--- src/rtl/rtc_pkg.sv ---
// rtc_pkg: shared constants, state encodings and BCD range checking for the
// RTC write sequencer slice.
//   RTC_ADDR_*  : register/command addresses of the V3023-style RTC
//   phase_e     : bus phase sub-states (SETUP, STROBE, HOLD, GAP)
//   top_state_e : sequencer states (IDLE, RUN, DONE)
//   bcd_valid() : packed-BCD digit check plus upper bound
package rtc_pkg;

  localparam logic [7:0] RTC_ADDR_SEG    = 8'h21;
  localparam logic [7:0] RTC_ADDR_MIN    = 8'h22;
  localparam logic [7:0] RTC_ADDR_HOR    = 8'h23;
  localparam logic [7:0] RTC_ADDR_COMMIT = 8'hF1;
  localparam logic [7:0] RTC_COMMIT_DATA = 8'h00;

  typedef enum logic [1:0] {
    PH_SETUP  = 2'd0,
    PH_STROBE = 2'd1,
    PH_HOLD   = 2'd2,
    PH_GAP    = 2'd3
  } phase_e;

  typedef enum logic [1:0] {
    ST_IDLE = 2'd0,
    ST_RUN  = 2'd1,
    ST_DONE = 2'd2
  } top_state_e;

  // Both nibbles must be decimal digits; for packed BCD with legal digits a
  // plain binary compare against the BCD maximum orders values correctly.
  function automatic logic bcd_valid(input logic [7:0] value, input logic [7:0] max);
    return (value[7:4] <= 4'd9) && (value[3:0] <= 4'd9) && (value <= max);
  endfunction

endpackage

--- src/rtl/rtc_write_sequencer_bus_phase.sv ---
// rtc_bus_phase: runs one bus phase (SETUP -> STROBE -> HOLD -> GAP) for a
// single address or data byte.
//   go         : start a phase this edge with sel/value (takes priority, so
//                phases chain back-to-back from the last GAP cycle)
//   sel/value  : ad_sel level and byte to drive for this phase
//   phase_done : high during the last GAP cycle of the running phase
//   cs_n/wr_n/ad_oe/ad_sel/ad_out : registered bus outputs
module rtc_bus_phase
  import rtc_pkg::*;
#(
  parameter int T_SU  = 2,
  parameter int T_WR  = 4,
  parameter int T_HD  = 2,
  parameter int T_GAP = 2
) (
  input  logic       clk,
  input  logic       reset,
  input  logic       go,
  input  logic       sel,
  input  logic [7:0] value,
  output logic       phase_done,
  output logic       cs_n,
  output logic       wr_n,
  output logic       ad_oe,
  output logic       ad_sel,
  output logic [7:0] ad_out
);

  localparam logic [7:0] CNT_SU  = 8'(T_SU);
  localparam logic [7:0] CNT_WR  = 8'(T_WR);
  localparam logic [7:0] CNT_HD  = 8'(T_HD);
  localparam logic [7:0] CNT_GAP = 8'(T_GAP);

  logic       active_q, active_d;
  phase_e     phase_q, phase_d;
  logic [7:0] cnt_q, cnt_d;
  logic       cs_n_q, cs_n_d;
  logic       wr_n_q, wr_n_d;
  logic       ad_oe_q, ad_oe_d;
  logic       ad_sel_q, ad_sel_d;
  logic [7:0] ad_out_q, ad_out_d;

  assign phase_done = active_q && (phase_q == PH_GAP) && (cnt_q == 8'd1);

  // Sub-state sequencing with a reloading down-counter; outputs are decoded
  // from the next state so the registered pins line up with the state.
  always_comb begin
    active_d = active_q;
    phase_d  = phase_q;
    cnt_d    = cnt_q;
    ad_sel_d = ad_sel_q;
    ad_out_d = ad_out_q;
    if (go) begin
      active_d = 1'b1;
      phase_d  = PH_SETUP;
      cnt_d    = CNT_SU;
      ad_sel_d = sel;
      ad_out_d = value;
    end else if (active_q) begin
      if (cnt_q > 8'd1) begin
        cnt_d = cnt_q - 8'd1;
      end else begin
        case (phase_q)
          PH_SETUP:  begin phase_d = PH_STROBE; cnt_d = CNT_WR;  end
          PH_STROBE: begin phase_d = PH_HOLD;   cnt_d = CNT_HD;  end
          PH_HOLD:   begin phase_d = PH_GAP;    cnt_d = CNT_GAP; end
          PH_GAP:    begin active_d = 1'b0; end
          default:   begin active_d = 1'b0; end
        endcase
      end
    end else begin
      cnt_d = cnt_q;
    end
    cs_n_d  = !(active_d && (phase_d != PH_GAP));
    wr_n_d  = !(active_d && (phase_d == PH_STROBE));
    ad_oe_d = !cs_n_d;
  end

  // State and output registers; async reset drops the strobe immediately.
  always_ff @(posedge clk or negedge reset) begin
    if (!reset) begin
      active_q <= 1'b0;
      phase_q  <= PH_SETUP;
      cnt_q    <= 8'd0;
      cs_n_q   <= 1'b1;
      wr_n_q   <= 1'b1;
      ad_oe_q  <= 1'b0;
      ad_sel_q <= 1'b1;
      ad_out_q <= 8'h00;
    end else begin
      active_q <= active_d;
      phase_q  <= phase_d;
      cnt_q    <= cnt_d;
      cs_n_q   <= cs_n_d;
      wr_n_q   <= wr_n_d;
      ad_oe_q  <= ad_oe_d;
      ad_sel_q <= ad_sel_d;
      ad_out_q <= ad_out_d;
    end
  end

  assign cs_n   = cs_n_q;
  assign wr_n   = wr_n_q;
  assign ad_oe  = ad_oe_q;
  assign ad_sel = ad_sel_q;
  assign ad_out = ad_out_q;

endmodule

--- src/rtl/rtc_write_sequencer.sv ---
// rtc_write_sequencer: commits a BCD time into a V3023-style RTC as three
// register writes (seconds, minutes, hours) plus a transfer command, each an
// address phase followed by a data phase on the multiplexed bus.
//   start, seg_bcd/min_bcd/hor_bcd : write request and values (latched on accept)
//   cs_n, ad_sel, wr_n, rd_n, ad_out, ad_oe : RTC bus (registered)
//   busy : sequence running; done : commit finished; error : request rejected
module rtc_write_sequencer
  import rtc_pkg::*;
#(
  parameter int         T_SU        = 2,
  parameter int         T_WR        = 4,
  parameter int         T_HD        = 2,
  parameter int         T_GAP       = 2,
  parameter logic [7:0] ADDR_SEG    = RTC_ADDR_SEG,
  parameter logic [7:0] ADDR_MIN    = RTC_ADDR_MIN,
  parameter logic [7:0] ADDR_HOR    = RTC_ADDR_HOR,
  parameter logic [7:0] ADDR_COMMIT = RTC_ADDR_COMMIT
) (
  input  logic       clk,
  input  logic       reset,
  input  logic       start,
  input  logic [7:0] seg_bcd,
  input  logic [7:0] min_bcd,
  input  logic [7:0] hor_bcd,
  output logic       cs_n,
  output logic       ad_sel,
  output logic       wr_n,
  output logic       rd_n,
  output logic [7:0] ad_out,
  output logic       ad_oe,
  output logic       busy,
  output logic       done,
  output logic       error
);

  top_state_e state_q, state_d;
  logic [2:0] idx_q, idx_d;
  logic [7:0] seg_q, seg_d, min_q, min_d, hor_q, hor_d;
  logic       busy_q, busy_d, done_q, done_d, error_q, error_d, rd_n_q;
  logic       valid_s, go_s, phase_done_s;
  logic [7:0] phase_val_s;

  assign valid_s = bcd_valid(seg_bcd, 8'h59) && bcd_valid(min_bcd, 8'h59) &&
                   bcd_valid(hor_bcd, 8'h23);

  // Sequencer: accept/reject in IDLE, step the phase index on each phase end.
  always_comb begin
    state_d = state_q;
    idx_d   = idx_q;
    seg_d   = seg_q;
    min_d   = min_q;
    hor_d   = hor_q;
    go_s    = 1'b0;
    done_d  = 1'b0;
    error_d = 1'b0;
    case (state_q)
      ST_IDLE: begin
        if (start && valid_s) begin
          state_d = ST_RUN;
          idx_d   = 3'd0;
          seg_d   = seg_bcd;
          min_d   = min_bcd;
          hor_d   = hor_bcd;
          go_s    = 1'b1;
        end else begin
          error_d = start;
        end
      end
      ST_RUN: begin
        if (phase_done_s) begin
          if (idx_q == 3'd7) begin
            state_d = ST_DONE;
            done_d  = 1'b1;
          end else begin
            idx_d = idx_q + 3'd1;
            go_s  = 1'b1;
          end
        end else begin
          idx_d = idx_q;
        end
      end
      ST_DONE: state_d = ST_IDLE;
      default: state_d = ST_IDLE;
    endcase
    busy_d = (state_d == ST_RUN);
  end

  // Byte for the phase being launched: bits 2:1 pick the transaction, bit 0
  // picks address (0) or data (1). Index 0 only needs a constant address, so
  // the latched values are always settled by the time they are selected.
  always_comb begin
    case (idx_d)
      3'd0:    phase_val_s = ADDR_SEG;
      3'd1:    phase_val_s = seg_q;
      3'd2:    phase_val_s = ADDR_MIN;
      3'd3:    phase_val_s = min_q;
      3'd4:    phase_val_s = ADDR_HOR;
      3'd5:    phase_val_s = hor_q;
      3'd6:    phase_val_s = ADDR_COMMIT;
      3'd7:    phase_val_s = RTC_COMMIT_DATA;
      default: phase_val_s = 8'h00;
    endcase
  end

  // Sequencer state and status output registers.
  always_ff @(posedge clk or negedge reset) begin
    if (!reset) begin
      state_q <= ST_IDLE;
      idx_q   <= 3'd0;
      seg_q   <= 8'h00;
      min_q   <= 8'h00;
      hor_q   <= 8'h00;
      busy_q  <= 1'b0;
      done_q  <= 1'b0;
      error_q <= 1'b0;
      rd_n_q  <= 1'b1;
    end else begin
      state_q <= state_d;
      idx_q   <= idx_d;
      seg_q   <= seg_d;
      min_q   <= min_d;
      hor_q   <= hor_d;
      busy_q  <= busy_d;
      done_q  <= done_d;
      error_q <= error_d;
      rd_n_q  <= 1'b1;
    end
  end

  rtc_bus_phase #(
    .T_SU (T_SU),
    .T_WR (T_WR),
    .T_HD (T_HD),
    .T_GAP(T_GAP)
  ) u_phase (
    .clk       (clk),
    .reset     (reset),
    .go        (go_s),
    .sel       (idx_d[0]),
    .value     (phase_val_s),
    .phase_done(phase_done_s),
    .cs_n      (cs_n),
    .wr_n      (wr_n),
    .ad_oe     (ad_oe),
    .ad_sel    (ad_sel),
    .ad_out    (ad_out)
  );

  assign rd_n  = rd_n_q;
  assign busy  = busy_q;
  assign done  = done_q;
  assign error = error_q;

endmodule

--- config.mk ---
export PLATFORM = sky130hd
export DESIGN_NAME = rtc_write_sequencer
export DESIGN_NICKNAME = d
export VERILOG_FILES = /design/src/rtl/rtc_pkg.sv /design/src/rtl/rtc_write_sequencer_bus_phase.sv /design/src/rtl/rtc_write_sequencer.sv
export SDC_FILE = /design/constraint.sdc
export NUM_CORES = 1
export LEC_CHECK = 0
export BUFFER_PORTS_ARGS = -buffer_cell sky130_fd_sc_hd__buf_2
export CAP_MARGIN = 20
export CORE_ASPECT_RATIO = 1.1
export CORE_UTILIZATION = 55
export DETAILED_ROUTE_END_ITERATION = 10
export GPL_ROUTABILITY_DRIVEN = 0
export MAX_ROUTING_LAYER = met4
export PLACE_DENSITY = 0.82
export SLEW_MARGIN = 20
export SYNTH_ARGS = -nofsm -noshare
export SYNTH_HDL_FRONTEND = slang
export SYNTH_HIERARCHICAL = 1
export SYNTH_SLANG_ARGS = --single-unit
--- constraint.sdc ---
create_clock -name clk -period 3.34 [get_ports clk]
set_clock_uncertainty 0.05 [all_clocks]
set_input_delay 0.167 -clock clk [delete_from_list [all_inputs] [get_ports clk]]
set_output_delay 0.167 -clock clk [all_outputs]
set_load 0.03 [all_outputs]
## After elaboration in Yosys (flattened, before gate mapping)

Index checks and enable logic that the tools add are counted.

| storage, ports and cells | value |
|---|---|
| bits in registers | 55 |
| bits in latches | 0 |
| output and inout bits | 16 |
| input bits | 27 |
| logic and storage cells | 97 |
| memories | 0 |
| memory bits (read-only) | 0 |
| bits in writable memories | 0 |

| operators by class | value |
|---|---|
| shift operators | 0 |
| $add $sub $neg | 2 |
| div/mod/pow operators | 0 |
| bitwise logic cells | 0 |
| multiply operators | 0 |
| $lt $le $gt $ge | 10 |
| reductions and logical operators | 23 |
| equality and inequality tests | 16 |
| mux-type cells | 30 |

Operator list:

| kind | count |
|---|---|
| 8-bit one-hot mux with 8 select lines | 1 |
| 4-bit less-or-equal comparator (second input constant) | 6 |
| 8-bit two-way mux | 3 |
| 8-bit by 7-bit less-or-equal comparator with 1-bit output (second input constant) | 2 |
| 8-bit one-hot mux with 2 select lines | 1 |
| 3-bit == test (second input constant) | 5 |
| 1-bit logical AND | 13 |
| 1-bit two-way mux | 12 |
| 2-bit two-way mux | 6 |
| 3-bit two-way mux | 3 |
| 2-bit by 1-bit == test with 1-bit output (second input constant) | 4 |
| 8-bit by 1-bit == test with 1-bit output (second input constant) | 1 |
| 8-bit by 1-bit greater-than comparator with 1-bit output (second input constant) | 1 |
| 8-bit by 6-bit less-or-equal comparator with 1-bit output (second input constant) | 1 |
| 8-bit by 1-bit subtractor with 8-bit output (second input constant) | 1 |
| 3-bit by 2-bit == test with 1-bit output (second input constant) | 2 |
| 2-bit one-hot mux with 3 select lines | 1 |
| 3-bit one-hot mux with 2 select lines | 1 |
| 2-bit == test (second input constant) | 2 |
| 2-bit zero test | 2 |
| 2-bit one-hot mux with 2 select lines | 1 |
| 2-bit AND reduction | 2 |
| 4-bit nonzero test | 1 |
| 3-bit by 1-bit adder with 3-bit output (second input constant) | 1 |
| 7 further kinds | 8 |

## Longest topological paths before layout

Gate-level depths: netlist of the first run.

| logic depth | value |
|---|---|
| word-level depth | 12 |
| gate-level depth with buffers | 12 |
| mapped depth without buffers | 11 |

## Hierarchy

The synthesis of the first run kept the hierarchy.

Modules (own cells, without submodules):

| module | cells each | seq. area each (sq um) | area each (sq um) | times used |
|---|---|---|---|---|
| rtc_write_sequencer | 126 | 800.8 | 1551.5 | 1 |
| rtc_bus_phase | 110 | 579.3 | 1184.9 | 1 |

## Least setup slack after synthesis of the first run

No wires, ideal clock.

| timing | value |
|---|---|
| path type | register -> register |
| from | register u_phase.cnt_q[5] |
| to | register u_phase.ad_out_q[4], in the netlist u_phase/ad_out[4] |
| cell stages (with the launch flop) | 10 |
| setup time | 0.065 ns |
| period minus slack after synthesis | 2.472 ns |
| arrival | 2.357 ns |
| path buffers | 1 |
| required time | 3.225 ns |
| path slack | 0.868 ns |
| cell sequence | dfrtp_1 -> or3_4 -> nor3_1 -> nand3_2 -> mux2i_1 -> or2_1 -> buf_6 -> or3_1 -> o221ai_1 -> mux2_2 |

| between the ends | value |
|---|---|
| word-level cells in the longest chain between the ends | 6 |
| elaborated cells between the ends (all ways) | 15 |
| those cells by class | 8 x eq/ne; 5 x mux; 2 x reduce/logical |

Ends and longest elaborated chain:

| element | line | source |
|---|---|---|
| start, declared | rtc_write_sequencer_bus_phase.sv:36 | `logic [7:0] cnt_q, cnt_d;` |
| start signal, assigned | rtc_write_sequencer_bus_phase.sv:93 | `cnt_q <= cnt_d;` |
| 8-bit by 1-bit == test with 1-bit output * | rtc_write_sequencer_bus_phase.sv:43 | `assign phase_done = active_q && (phase_q == PH_GAP) && (cnt_q == 8'd1);` |
| 1-bit logical AND * | rtc_write_sequencer_bus_phase.sv:43 |  |
| net phase_done_s | rtc_write_sequencer.sv:40 | `logic valid_s, go_s, phase_done_s;` |
| 3-bit two-way mux * | rtc_write_sequencer.sv:70 | `if (phase_done_s) begin` |
| 3-bit one-hot mux with 2 select lines * | rtc_write_sequencer.sv:56 | `case (state_q)` |
| 3-bit == test (tied with other cells) | rtc_write_sequencer.sv:92 | `case (idx_d)` |
| 8-bit one-hot mux with 8 select lines * | rtc_write_sequencer.sv:92 |  |
| net phase_val_s[4] | rtc_write_sequencer.sv:41 | `logic [7:0] phase_val_s;` |
| end signal, assigned | rtc_write_sequencer_bus_phase.sv:98 | `ad_out_q <= ad_out_d;` |
| end, declared | rtc_write_sequencer_bus_phase.sv:41 | `logic [7:0] ad_out_q, ad_out_d;` |

The timed path passes the listed nets; every way through them passes the cells marked *.
A chain may end at the register's enable or synchronous reset.

## Worst setup path in the final report of the first run

| timing | value |
|---|---|
| from | register u_phase.cnt_q[4] |
| to | register u_phase.ad_out_q[7], in the netlist u_phase/ad_out[7] |

| between the ends | value |
|---|---|
| word-level cells in the longest chain between the ends | 6 |
| elaborated cells between the ends (all ways) | 15 |
| those cells by class | 8 x eq/ne; 5 x mux; 2 x reduce/logical |

Ends and longest elaborated chain:

| element | line | source |
|---|---|---|
| 8-bit by 1-bit == test with 1-bit output * | rtc_write_sequencer_bus_phase.sv:43 |  |
| 1-bit logical AND * | rtc_write_sequencer_bus_phase.sv:43 |  |
| net phase_done_s | rtc_write_sequencer.sv:40 |  |
| 3-bit two-way mux * | rtc_write_sequencer.sv:70 |  |
| 3-bit one-hot mux with 2 select lines * | rtc_write_sequencer.sv:56 |  |
| net idx_d[1] | rtc_write_sequencer.sv:37 | `logic [2:0] idx_q, idx_d;` |
| 3-bit == test (tied with other cells) | rtc_write_sequencer.sv:92 |  |
| 8-bit one-hot mux with 8 select lines * | rtc_write_sequencer.sv:92 |  |
| net phase_val_s[7] | rtc_write_sequencer.sv:41 |  |

Marked as above.

==> flow_metrics.py, run 1 <==
metrics = {
    "finish": {
        "diodes": 0,
        "ratio_of_cells_with_drive_above_1_in_the_final_layout_pct": 34.8,
        "fin_nets": 315,
        "flow.area_growth_from_synthesis_pct": 12.9,
        "postLayoutCoreUtil_pct": 65.5,
    },
    "worst_setup_path": {
        "worstReg2RegStart": "u_phase/cnt_q[4]",
        "timing.critical_path.to_type": "flop",
        "timing_worst_setup_path_type": "flop to flop",
        "setup.worst_path.start": "u_phase/cnt_q[4]",
        "cp-start-kind": "flop",
        "crit_required_ns": 3.49,
        "regToRegSetupSlack_ns": 0.54,
        "ff2ff_path_depth": 9,
        "path_max_fanout": 10,
        "worst_r2r_endpoint": "u_phase/ad_out[7]",
        "critPathArrivalTime_ns": 2.95,
    },
    "routing": {
        "maxUsedRoutingLayer": "met4",
        "wl_per_cell_um": 16.8,
        "drt_pre_antenna_iters": 4,
        "met3WireLength_um": 322,
        "route.final.wire_length_um": 5680,
        "wl_met2_um": 2760,
        "avgViaCountPerCell": 5.96,
        "wl_met1_um": 2550,
        "drt.antenna.violating_nets": 0,
        "detail_route.iter0.violations": 128,
        "routed-via-count": 2014,
        "remaining_routing_drc_violations": 0,
    },
    "pwr": {
        "p_seq_share_pct": 42.6,
        "share_comb_of_total_power_pct": 36.1,
        "power_frac_clock_pct": 21.2,
        "powerDensity_nw_per_um2": 673,
        "vdd.ir_drop.worst_mv": 0.376,
        "power.switching_fraction_pct": 36.9,
        "leakage_nw": 1.50,
        "power.internal_mw": 1.31,
        "power.switching_uw": 768,
    },
    "synth": {
        "synth-xor-area-share_pct": 0.960,
        "yosysUniqueCellTypes": 53,
        "post-synth-top-area-cell": "dfrtp_1",
        "dominant_cell_by_count_in_the_synthesized_netlist": "dfrtp_1",
        "muxShareOfSynthArea_pct": 16.0,
        "syn_avg_cell_area_um2": 11.6,
        "synth_adder_area_share_pct": 3.20,
        "seq_area_frac_synth_pct": 50.4,
        "synthCells": 236,
        "synth-seq-cells": 55,
        "ys_dominant_reg_cell": "dfrtp_1",
        "synth.net_count": 270,
        "combinational_family_with_the_most_area_after_synthesis": "multiplexers",
        "yosys_warnings": 6,
        "postSynth.asyncResetShare_pct": 100,
        "post_synth_most_frequent_cells": "dfrtp_1 (52), mux2_2 (29), nand2_1 (18)",
        "post_synth_and_or_nand_nor_area_fraction_pct": 14.0,
        "yosys_top_cell_area_share_pct": 47.6,
        "post_synth_main_area_contributors": "dfrtp_1 (48%), mux2_2 (12%), mux2i_1 (4.0%)",
        "number_of_enable_flip_flop_cells_after_synthesis": 0,
        "syn_area_um2": 2740,
        "synth-compound-area-share_pct": 10.7,
    },
    "clock_tree": {
        "cts_made_buffers": 5,
        "cts.root.buffer_cell": "clkbuf_8",
        "tritoncts_num_sinks": 55,
        "cts_htree_levels": 2,
        "cts_tree": "yes",
        "clkLatencyLatePin_ns": 0.32,
        "cts.repair_timing.setup_buffer_count": 0,
        "clock_path_buffers": 2,
        "clkSlewWorstSetupHoldPaths_ns": 0.10,
    },
    "run": {
        "cap_viol_max_count": 0,
    },
    "placed_design": {
        "port_buffers": 41,
        "hpwlAfterDp_um": 4070,
    },
    "timing": {
        "post-route-period-util_pct": 83.7,
        "relSlewSlack_pct": 45.4,
        "totalNegativeSetupSlack_ns": 0,
        "final_max_slew_viol_count": 0,
        "final-setup-viol-count": 0,
        "fmax_mhz": 358,
        "grt_setup_unrepaired": "no",
        "worst_pin_slew_ns": 0.819,
        "worst_hold_slack_ns": 0.0378,
        "hold_viol_final": 0,
        "period_minus_slack_ns": 2.80,
    },
    "min_path": {
        "hold_path_end": "seg_q[0]",
        "min_delay_path_depth": 2,
        "holdCritStartpoint": "seg_bcd[0]",
        "hold_path_class": "input port to flop",
    },
    "global_routing": {
        "antenna_found_initial": 0,
        "globalRouteOverflowTotal": 0,
        "grt_start_max_net_pins": 37,
        "track_usage_pct": 24.5,
        "first_global_vias": 2036,
        "grt_pass1_wl_um": 9920,
    },
    "die": {
        "core_region_area_um2": 4720,
        "floorplan.die.width_um": 69.3,
        "dieArea_um2": 5260,
        "chipHeight_um": 76.0,
        "ioPinCount": 43,
        "fp-row-count": 26,
        "floorplan.initialDensity_pct": 58.0,
    },
    "status": {
        "outcome": "finished clean",
    },
}
## power by group through the flow
stage / combinational (mW) / clock, mW / sequential, mW
4_1_cts: 0.737 / 0.451 / 0.884
3_3_place_gp: 0.703 / 0 / 0.891
3_5_place_dp: 0.728 / 0 / 0.897
6_report: 0.751 / 0.441 / 0.886
5_1_grt: 0.828 / 0.487 / 0.905
2_1_floorplan: 0.525 / 0 / 0.918
## metrics by stage
stage          setup WS [ns]  cell area [um2]  instances  power [mW]
2_1_floorplan          0.868             2740        236        1.44
3_3_place_gp           0.647             2970        329        1.59
3_5_place_dp           0.576             2970        329        1.63
4_1_cts                0.549             3090        338        2.07
5_1_grt                0.369             3090        338        2.22
6_report               0.543             3090        338        2.08
## area by class of cell
type                    count  area, um2
flip-flops and latches     55       1380
well taps                  56       70.1
repair buffers             47        253
clock buffers               7       76.3
multi-input cells         159       1230
inverters                  13       48.8
fillers                   360       1630
clock inverters             1       30.0
## repair_timing
action | 4_1_cts | 5_1_grt
endpoints found under the setup margin | 0 | 0
endpoints found under the hold margin | 33 | 0
resized for setup | 0 | 0
hold buffers | 1 | 0
## logic make-up (layout without fill, tap and decap cells)
kind of cell / Yosys count / in the layout
and+or+nand+nor: 70 / 70
DFF: 55 / 55
muxes: 40 / 40
AOI/OAI and AO/OA: 38 / 38
buffers and inverters: 22 / 68
adders and majority gates: 7 / 7
xor gates and xnor gates: 3 / 3
other: 1 / 1
## flip-flops by register name (all words and copies together), names as in the netlist
register,cells
done,1
min_q,8
error,1
u_phase/ad_sel,1
u_phase/ad_oe,1
u_phase/wr_n,1
idx_q,3
u_phase/active_q,1
u_phase/ad_out,8
u_phase/phase_q,2
state_q,2
u_phase/cs_n,1
hor_q,8
seg_q,8
u_phase/cnt_q,8
busy,1
## placed cells by master, fill, tap and decap left out, types with 2 or more instances in the layout
cell,n
nor4_1,3
o221ai_1,5
nand4_1,6
dfrtp_1,52
mux2_2,29
inv_1,12
o21ai_0,7
nor2_1,13
a21o_1,3
a22oi_1,2
or3_1,2
buf_4,5
nor3_1,4
buf_2,41
a21oi_1,5
xnor2_1,2
dfstp_2,3
o22ai_1,3
nand3_1,5
nand2b_1,2
or2_2,2
nand2_1,18
mux2i_1,11
clkbuf_1,2
nor2b_1,4
nor3b_1,3
ha_1,7
clkbuf_8,5
## critical path: stages, from the launching register on
cell and delay [ns]:
dfrtp_1 0.44, or3_1 0.44, nor3_1 0.36, nand3_2 0.17, mux2i_1 0.17, or2_1 0.39, inv_2 0.12, nand2_1 0.12
o221ai_1 0.14, mux2_2 0.28
## worst max path at each step
stage | slack, ns | end
2_1_floorplan | 0.87 | u_phase/ad_out[4]
6_report | 0.54 | u_phase/ad_out[7]
5_1_grt | 0.37 | u_phase/ad_out[7]
3_5_place_dp | 0.58 | u_phase/ad_out[7]
3_3_place_gp | 0.65 | u_phase/ad_out[6]
4_1_cts | 0.55 | u_phase/ad_out[7]
## routing by layer
| layer | up-vias | global-route usage, % |
|---|---|---|
| met2 | 61 | 37.9 |
| met1 | 1006 | 32.2 |
| met3 | 6 | 5.82 |
| met4 | 0 | 7.76 |
| met5 | - | - |
| li1 | 941 | - |
Note: power is estimated with default switching activity, not from simulation.
==> inputs of run 2 (changes only) <==
--- a/config.mk
+++ b/config.mk
@@ -8,11 +8,11 @@
 export BUFFER_PORTS_ARGS = -buffer_cell sky130_fd_sc_hd__buf_2
 export CAP_MARGIN = 20
 export CORE_ASPECT_RATIO = 1.1
-export CORE_UTILIZATION = 55
+export CORE_UTILIZATION = 51
 export DETAILED_ROUTE_END_ITERATION = 10
 export GPL_ROUTABILITY_DRIVEN = 0
 export MAX_ROUTING_LAYER = met4
-export PLACE_DENSITY = 0.82
+export PLACE_DENSITY = 0.8
 export SLEW_MARGIN = 20
 export SYNTH_ARGS = -nofsm -noshare
 export SYNTH_HDL_FRONTEND = slang
==> constraint.sdc (replaced) <==
create_clock -name clk -period 2.4 [get_ports clk]
set_clock_uncertainty 0.05 [all_clocks]
set_input_delay 0.12 -clock clk [delete_from_list [all_inputs] [get_ports clk]]
set_output_delay 0.12 -clock clk [all_outputs]
set_load 0.03 [all_outputs]
==> run 2 against run 1 <==
Against the previous run:
- sequential power is 34% higher
- critical endpoint unchanged
- critical path depth up 2
- sequential share of layout area is 4.6 points lower
- largest cell class unchanged
- the run now ends with negative setup slack left
- worst setup slack got worse by 0.59 ns
==> flow_metrics.py, run 2 (synthesis gave the netlist of run 1 again) <==
metrics = {
    "finish": {
        "commonest_non_fill_non_tap_cell_in_the_layout": "dfrtp_1",
        "diodes": 0,
        "highest_count_cells_in_the_layout_ignoring_fill_and_taps": "dfrtp_1 (52), buf_2 (42), mux2_2 (26), buf_4 (26), nand2_1 (14)",
        "flow.area_growth_from_synthesis_pct": 25.7,
        "postLayoutCoreUtil_pct": 67.4,
        "ratio_of_cells_with_drive_above_1_in_the_final_layout_pct": 45.2,
        "fin_cells": 384,
        "final_design_area_no_fill_um2": 3440,
        "fin_nets": 345,
    },
    "pwr": {
        "leakage_nw": 1.66,
        "power.internal_mw": 1.96,
        "powerDensity_nw_per_um2": 906,
        "power.switching_mw": 1.16,
        "share_comb_of_total_power_pct": 44.9,
        "p_total_mw": 3.12,
        "vdd.ir_drop.worst_mv": 0.697,
        "power_frac_clock_pct": 17.0,
        "power.switching_fraction_pct": 37.2,
        "p_seq_share_pct": 38.1,
    },
    "worst_setup_path": {
        "cp-start-kind": "flop",
        "timing.critical_path.to_type": "flop",
        "path_max_fanout": 5,
        "ff2ff_path_depth": 11,
        "timing_worst_setup_path_type": "flop to flop",
        "crit_required_ns": 2.55,
        "critPathArrivalTime_ns": 2.59,
    },
    "global_routing": {
        "first_global_vias": 2129,
        "track_usage_pct": 22.6,
        "globalRouteOverflowTotal": 0,
        "grt_pass1_wl_um": 9690,
        "antenna_found_initial": 0,
        "grt_start_max_net_pins": 32,
    },
    "timing": {
        "relSlewSlack_pct": 63.9,
        "final-setup-viol-count": 3,
        "post-route-worst-setup-slack_ns": -0.0424,
        "period_minus_slack_ns": 2.44,
        "fmax_mhz": 409,
        "final_max_slew_viol_count": 0,
        "totalNegativeSetupSlack_ns": -0.0774,
        "worst_hold_slack_ns": 0.00684,
        "grt_setup_unrepaired": "yes",
        "post-route-period-util_pct": 102,
        "worst_pin_slew_ns": 0.538,
        "hold_viol_final": 0,
    },
    "clock_tree": {
        "clock_path_buffers": 2,
        "clkSlewWorstSetupHoldPaths_ns": 0.10,
        "cts.root.buffer_cell": "clkbuf_8",
        "cts_made_buffers": 5,
        "cts_htree_levels": 2,
        "tritoncts_num_sinks": 55,
        "clkLatencyLatePin_ns": 0.31,
        "cts_tree": "yes",
    },
    "run": {
        "cap_viol_max_count": 0,
    },
    "routing": {
        "wl_per_cell_um": 15.8,
        "detail_route.iter0.violations": 172,
        "drt.antenna.violating_nets": 0,
        "avgViaCountPerCell": 5.59,
        "remaining_routing_drc_violations": 0,
        "route.final.wire_length_um": 6060,
        "drt_pre_antenna_iters": 4,
        "routed-via-count": 2147,
    },
    "status": {
        "outcome": "finished, violations left",
        "failed_checks": "negative setup slack",
    },
    "placed_design": {
        "pre_cts_slack_ns": -0.0762,
        "port_buffers": 41,
        "hpwlAfterDp_um": 4160,
        "numPlacedInstances": 365,
        "placement.cell_area_um2": 3150,
    },
    "die": {
        "dieArea_um2": 5660,
        "chipHeight_um": 78.8,
        "fp-row-count": 27,
        "ioPinCount": 43,
        "core_region_area_um2": 5100,
        "floorplan.die.width_um": 71.8,
        "floorplan.initialDensity_pct": 53.6,
    },
    "min_path": {
        "min_delay_path_depth": 2,
        "hold_path_class": "input port to flop",
    },
}
[run 2: cell types whose count changed in the layout (fill, tap and decap cells not counted), sizes merged]
cell         delta
buf            +26
bufinv          -1
clkinv          +1
dlygate4sd3     +4
[run 2: final cells by class]
class,instances,area (um2)
Fill cell,360,1660
Multi-Input combinational cell,159,1320
Inverter,13,53.8
Clock buffer,7,86.3
Clock inverter,1,5.00
Tap cell,72,90.1
Sequential cell,55,1380
Timing Repair Buffer,77,500
[run 2: power groups by stage]
stage,registers (mW),clock network [mW],logic (mW)
after CTS,1.18,0.538,1.29
after global routing,1.20,0.566,1.52
after global placement,1.19,0,1.21
final,1.19,0.529,1.40
after floorplan,1.28,0,0.736
after detailed placement,1.20,0,1.24
[run 2: worst paths after layout]
path,endpoint,from,slack (ns)
worst max register to register,u_phase/ad_out[7],u_phase/cnt_q[6],-0.04
min in group asynchronous,error,reset,0.28
worst max-delay path,u_phase/ad_out[7],u_phase/cnt_q[6],-0.04
max in group asynchronous,u_phase/cs_n,reset,1.64
worst min-delay path,hor_q[0],hor_bcd[0],0.007
worst min register to register,hor_q[7],hor_q[7],0.46
[run 2: per-layer routing]
metal | global-route usage, % | share of wire [%] | vias to the layer above
li1 | - | - | 995
met1 | 29.0 | 45 | 1072
met2 | 36.5 | 49 | 71
met3 | 3.81 | 4.7 | 9
met4 | 7.65 | 1.2 | 0
met5 | - | 0 | -
[run 2: worst max-delay path, cell delays in order (launching register included)]
cell and delay [ns]:
dfrtp_1 0.39, or3_4 0.40, nor3_4 0.22, nand3_2 0.12, buf_6 0.15, xor2_2 0.19
nor2_4 0.09, buf_4 0.15, buf_4 0.13, nand2_2 0.06, o221ai_2 0.10, mux2_2 0.27
[run 2: timing repair]
action / CTS / global route
setup buffers: 0 / 5
pin swaps: 4 / 8
gates resized for setup: 6 / 21
hold endpoints to repair: 56 / 0
setup endpoints to repair: 9 / 11
hold buffers: 5 / 0
gates cloned: 0 / 1
==> inputs of run 3 (changes only) <==
--- a/config.mk
+++ b/config.mk
@@ -8,11 +8,11 @@
 export BUFFER_PORTS_ARGS = -buffer_cell sky130_fd_sc_hd__buf_2
 export CAP_MARGIN = 20
 export CORE_ASPECT_RATIO = 1.1
-export CORE_UTILIZATION = 51
+export CORE_UTILIZATION = 55
 export DETAILED_ROUTE_END_ITERATION = 10
 export GPL_ROUTABILITY_DRIVEN = 0
 export MAX_ROUTING_LAYER = met4
-export PLACE_DENSITY = 0.8
+export PLACE_DENSITY = 0.82
 export SLEW_MARGIN = 20
 export SYNTH_ARGS = -nofsm -noshare
 export SYNTH_HDL_FRONTEND = slang
==> constraint.sdc (replaced) <==
create_clock -name clk -period 3.12 [get_ports clk]
set_clock_uncertainty 0.05 [all_clocks]
set_input_delay 0.156 -clock clk [delete_from_list [all_inputs] [get_ports clk]]
set_output_delay 0.156 -clock clk [all_outputs]
set_load 0.03 [all_outputs]
==> run 3 against run 2 <==
Against the previous run:
- register-to-register slack improved by 0.32 ns
- critical endpoint is now u_phase/ad_out[0]
- critical path type unchanged
- core utilization down 2.3 points
- sequential share of layout area grew 4.8 points
- worst hold slack better by 0.0049 ns
- the flow now finishes without violations
- clock power shrank 24%
- total power shrank 31%
- final cell count shrank 12%
- final area decreased by 11%
- first-iteration DRC count is 48% lower
==> flow_metrics.py, run 3 (synthesis gave the netlist of run 1 again) <==
metrics = {
    "min_path": {
        "hold_path_end": "hor_q[5]",
        "holdCritStartpoint": "hor_bcd[5]",
        "hold_path_class": "input port to flop",
        "min_delay_path_depth": 3,
    },
    "die": {
        "core_region_area_um2": 4720,
        "floorplan.die.width_um": 69.3,
        "chipHeight_um": 76.0,
        "floorplan.initialDensity_pct": 58.0,
        "dieArea_um2": 5260,
        "fp-row-count": 26,
        "ioPinCount": 43,
    },
    "worst_setup_path": {
        "regToRegSetupSlack_ns": 0.28,
        "crit_required_ns": 3.27,
        "ff2ff_path_depth": 9,
        "timing.critical_path.to_type": "flop",
        "worst_r2r_endpoint": "u_phase/ad_out[0]",
        "cp-start-kind": "flop",
        "path_max_fanout": 10,
        "critPathArrivalTime_ns": 2.99,
        "timing_worst_setup_path_type": "flop to flop",
        "worstReg2RegStart": "u_phase/cnt_q[4]",
    },
    "routing": {
        "drt.antenna.violating_nets": 0,
        "route.final.wire_length_um": 5410,
        "avgViaCountPerCell": 5.82,
        "routed-via-count": 1968,
        "remaining_routing_drc_violations": 0,
        "detail_route.iter0.violations": 90,
        "drt_pre_antenna_iters": 4,
        "wl_per_cell_um": 16.0,
    },
    "clock_tree": {
        "cts_repair_resize_count": 0,
        "clkSlewWorstSetupHoldPaths_ns": 0.10,
        "tritoncts_num_sinks": 55,
        "clock_path_buffers": 2,
        "cts.root.buffer_cell": "clkbuf_8",
        "cts_tree": "yes",
        "cts_made_buffers": 5,
        "clkLatencyLatePin_ns": 0.31,
        "cts_htree_levels": 2,
    },
    "timing": {
        "worst_pin_slew_ns": 0.839,
        "relSlewSlack_pct": 44.1,
        "final_max_slew_viol_count": 0,
        "post-route-period-util_pct": 91.0,
        "fmax_mhz": 352,
        "totalNegativeSetupSlack_ns": 0,
        "final-setup-viol-count": 0,
        "hold_viol_final": 0,
        "period_minus_slack_ns": 2.84,
        "grt_setup_unrepaired": "no",
        "worst_hold_slack_ns": 0.0118,
    },
    "finish": {
        "commonest_non_fill_non_tap_cell_in_the_layout": "dfrtp_1",
        "diodes": 0,
        "flow.area_growth_from_synthesis_pct": 12.3,
        "fin_cells": 338,
        "postLayoutCoreUtil_pct": 65.2,
        "ratio_of_cells_with_drive_above_1_in_the_final_layout_pct": 35.1,
        "highest_count_cells_in_the_layout_ignoring_fill_and_taps": "dfrtp_1 (52), buf_2 (41), mux2_2 (29), nand2_1 (18), nor2_1 (13)",
        "fin_nets": 315,
    },
    "status": {
        "outcome": "finished clean",
    },
    "global_routing": {
        "grt_pass1_wl_um": 9230,
        "grt_start_max_net_pins": 39,
        "first_global_vias": 1977,
        "globalRouteOverflowTotal": 0,
        "track_usage_pct": 22.9,
        "antenna_found_initial": 0,
    },
    "pwr": {
        "leakage_nw": 1.50,
        "powerDensity_nw_per_um2": 698,
        "vdd.ir_drop.worst_mv": 0.415,
        "p_total_mw": 2.14,
    },
    "run": {
        "cap_viol_max_count": 0,
    },
    "placed_design": {
        "hpwlAfterDp_um": 4060,
        "port_buffers": 41,
        "numPlacedInstances": 329,
    },
}
-- run 3: how the worst max path moves through the flow --
stage,start,end,slack (ns)
6_report,u_phase/cnt_q[4],u_phase/ad_out[0],0.28
5_1_grt,u_phase/cnt_q[2],u_phase/ad_out[0],0.05
4_1_cts,u_phase/cnt_q[4],u_phase/ad_out[0],0.25
3_5_place_dp,u_phase/cnt_q[4],u_phase/ad_out[0],0.28
3_3_place_gp,u_phase/cnt_q[4],u_phase/ad_out[0],0.41
2_1_floorplan,u_phase/cnt_q[5],u_phase/ad_out[4],0.65
-- run 3: through the flow --
stage,instance area [um2],setup WS (ns)
final,3070,0.282
after global routing,3070,0.0473
after CTS,3070,0.254
after detailed placement,2970,0.276
after global placement,2970,0.413
after floorplan,2740,0.648
-- run 3: metal layers --
layer,vias up,GRT usage [%],wire length (um)
met4,0,9.39,116
met1,975,29.5,2480
met3,12,4.37,183
li1,937,-,-
met2,44,35.8,2630
met5,-,-,0
-- run 3: area by class of cell --
class                      count  area (um2)
clock buffer                   7        86.3
tap                           56        70.1
timing repair buffer          47         253
sequential                    55        1380
inverter                      13        48.8
fill                         361        1640
multi-input combinational    159        1230
clock inverter                 1        5.00
-- run 3: worst max-delay path, cell delays in order, from the launching register on --
cell and delay [ns]:
dfrtp_1 0.42, or3_1 0.45, nor3_1 0.38, nand3_2 0.17, mux2i_1 0.16, or2_1 0.40
inv_2 0.12, nand4_1 0.12, o221ai_1 0.15, mux2_2 0.29
-- run 3: where the power goes --
part,internal [mW],switching [mW],total [mW],leakage (nW)
Clock,0.180,0.220,0.400,0.0482
Combinational,0.323,0.474,0.798,0.733
Sequential,0.839,0.108,0.947,0.715
-- run 3: timing repair --
action | 4_1_cts | 5_1_grt
hold buffers | 1 | 0
endpoints found under the hold margin | 36 | 0
buffers inserted | 0 | 0
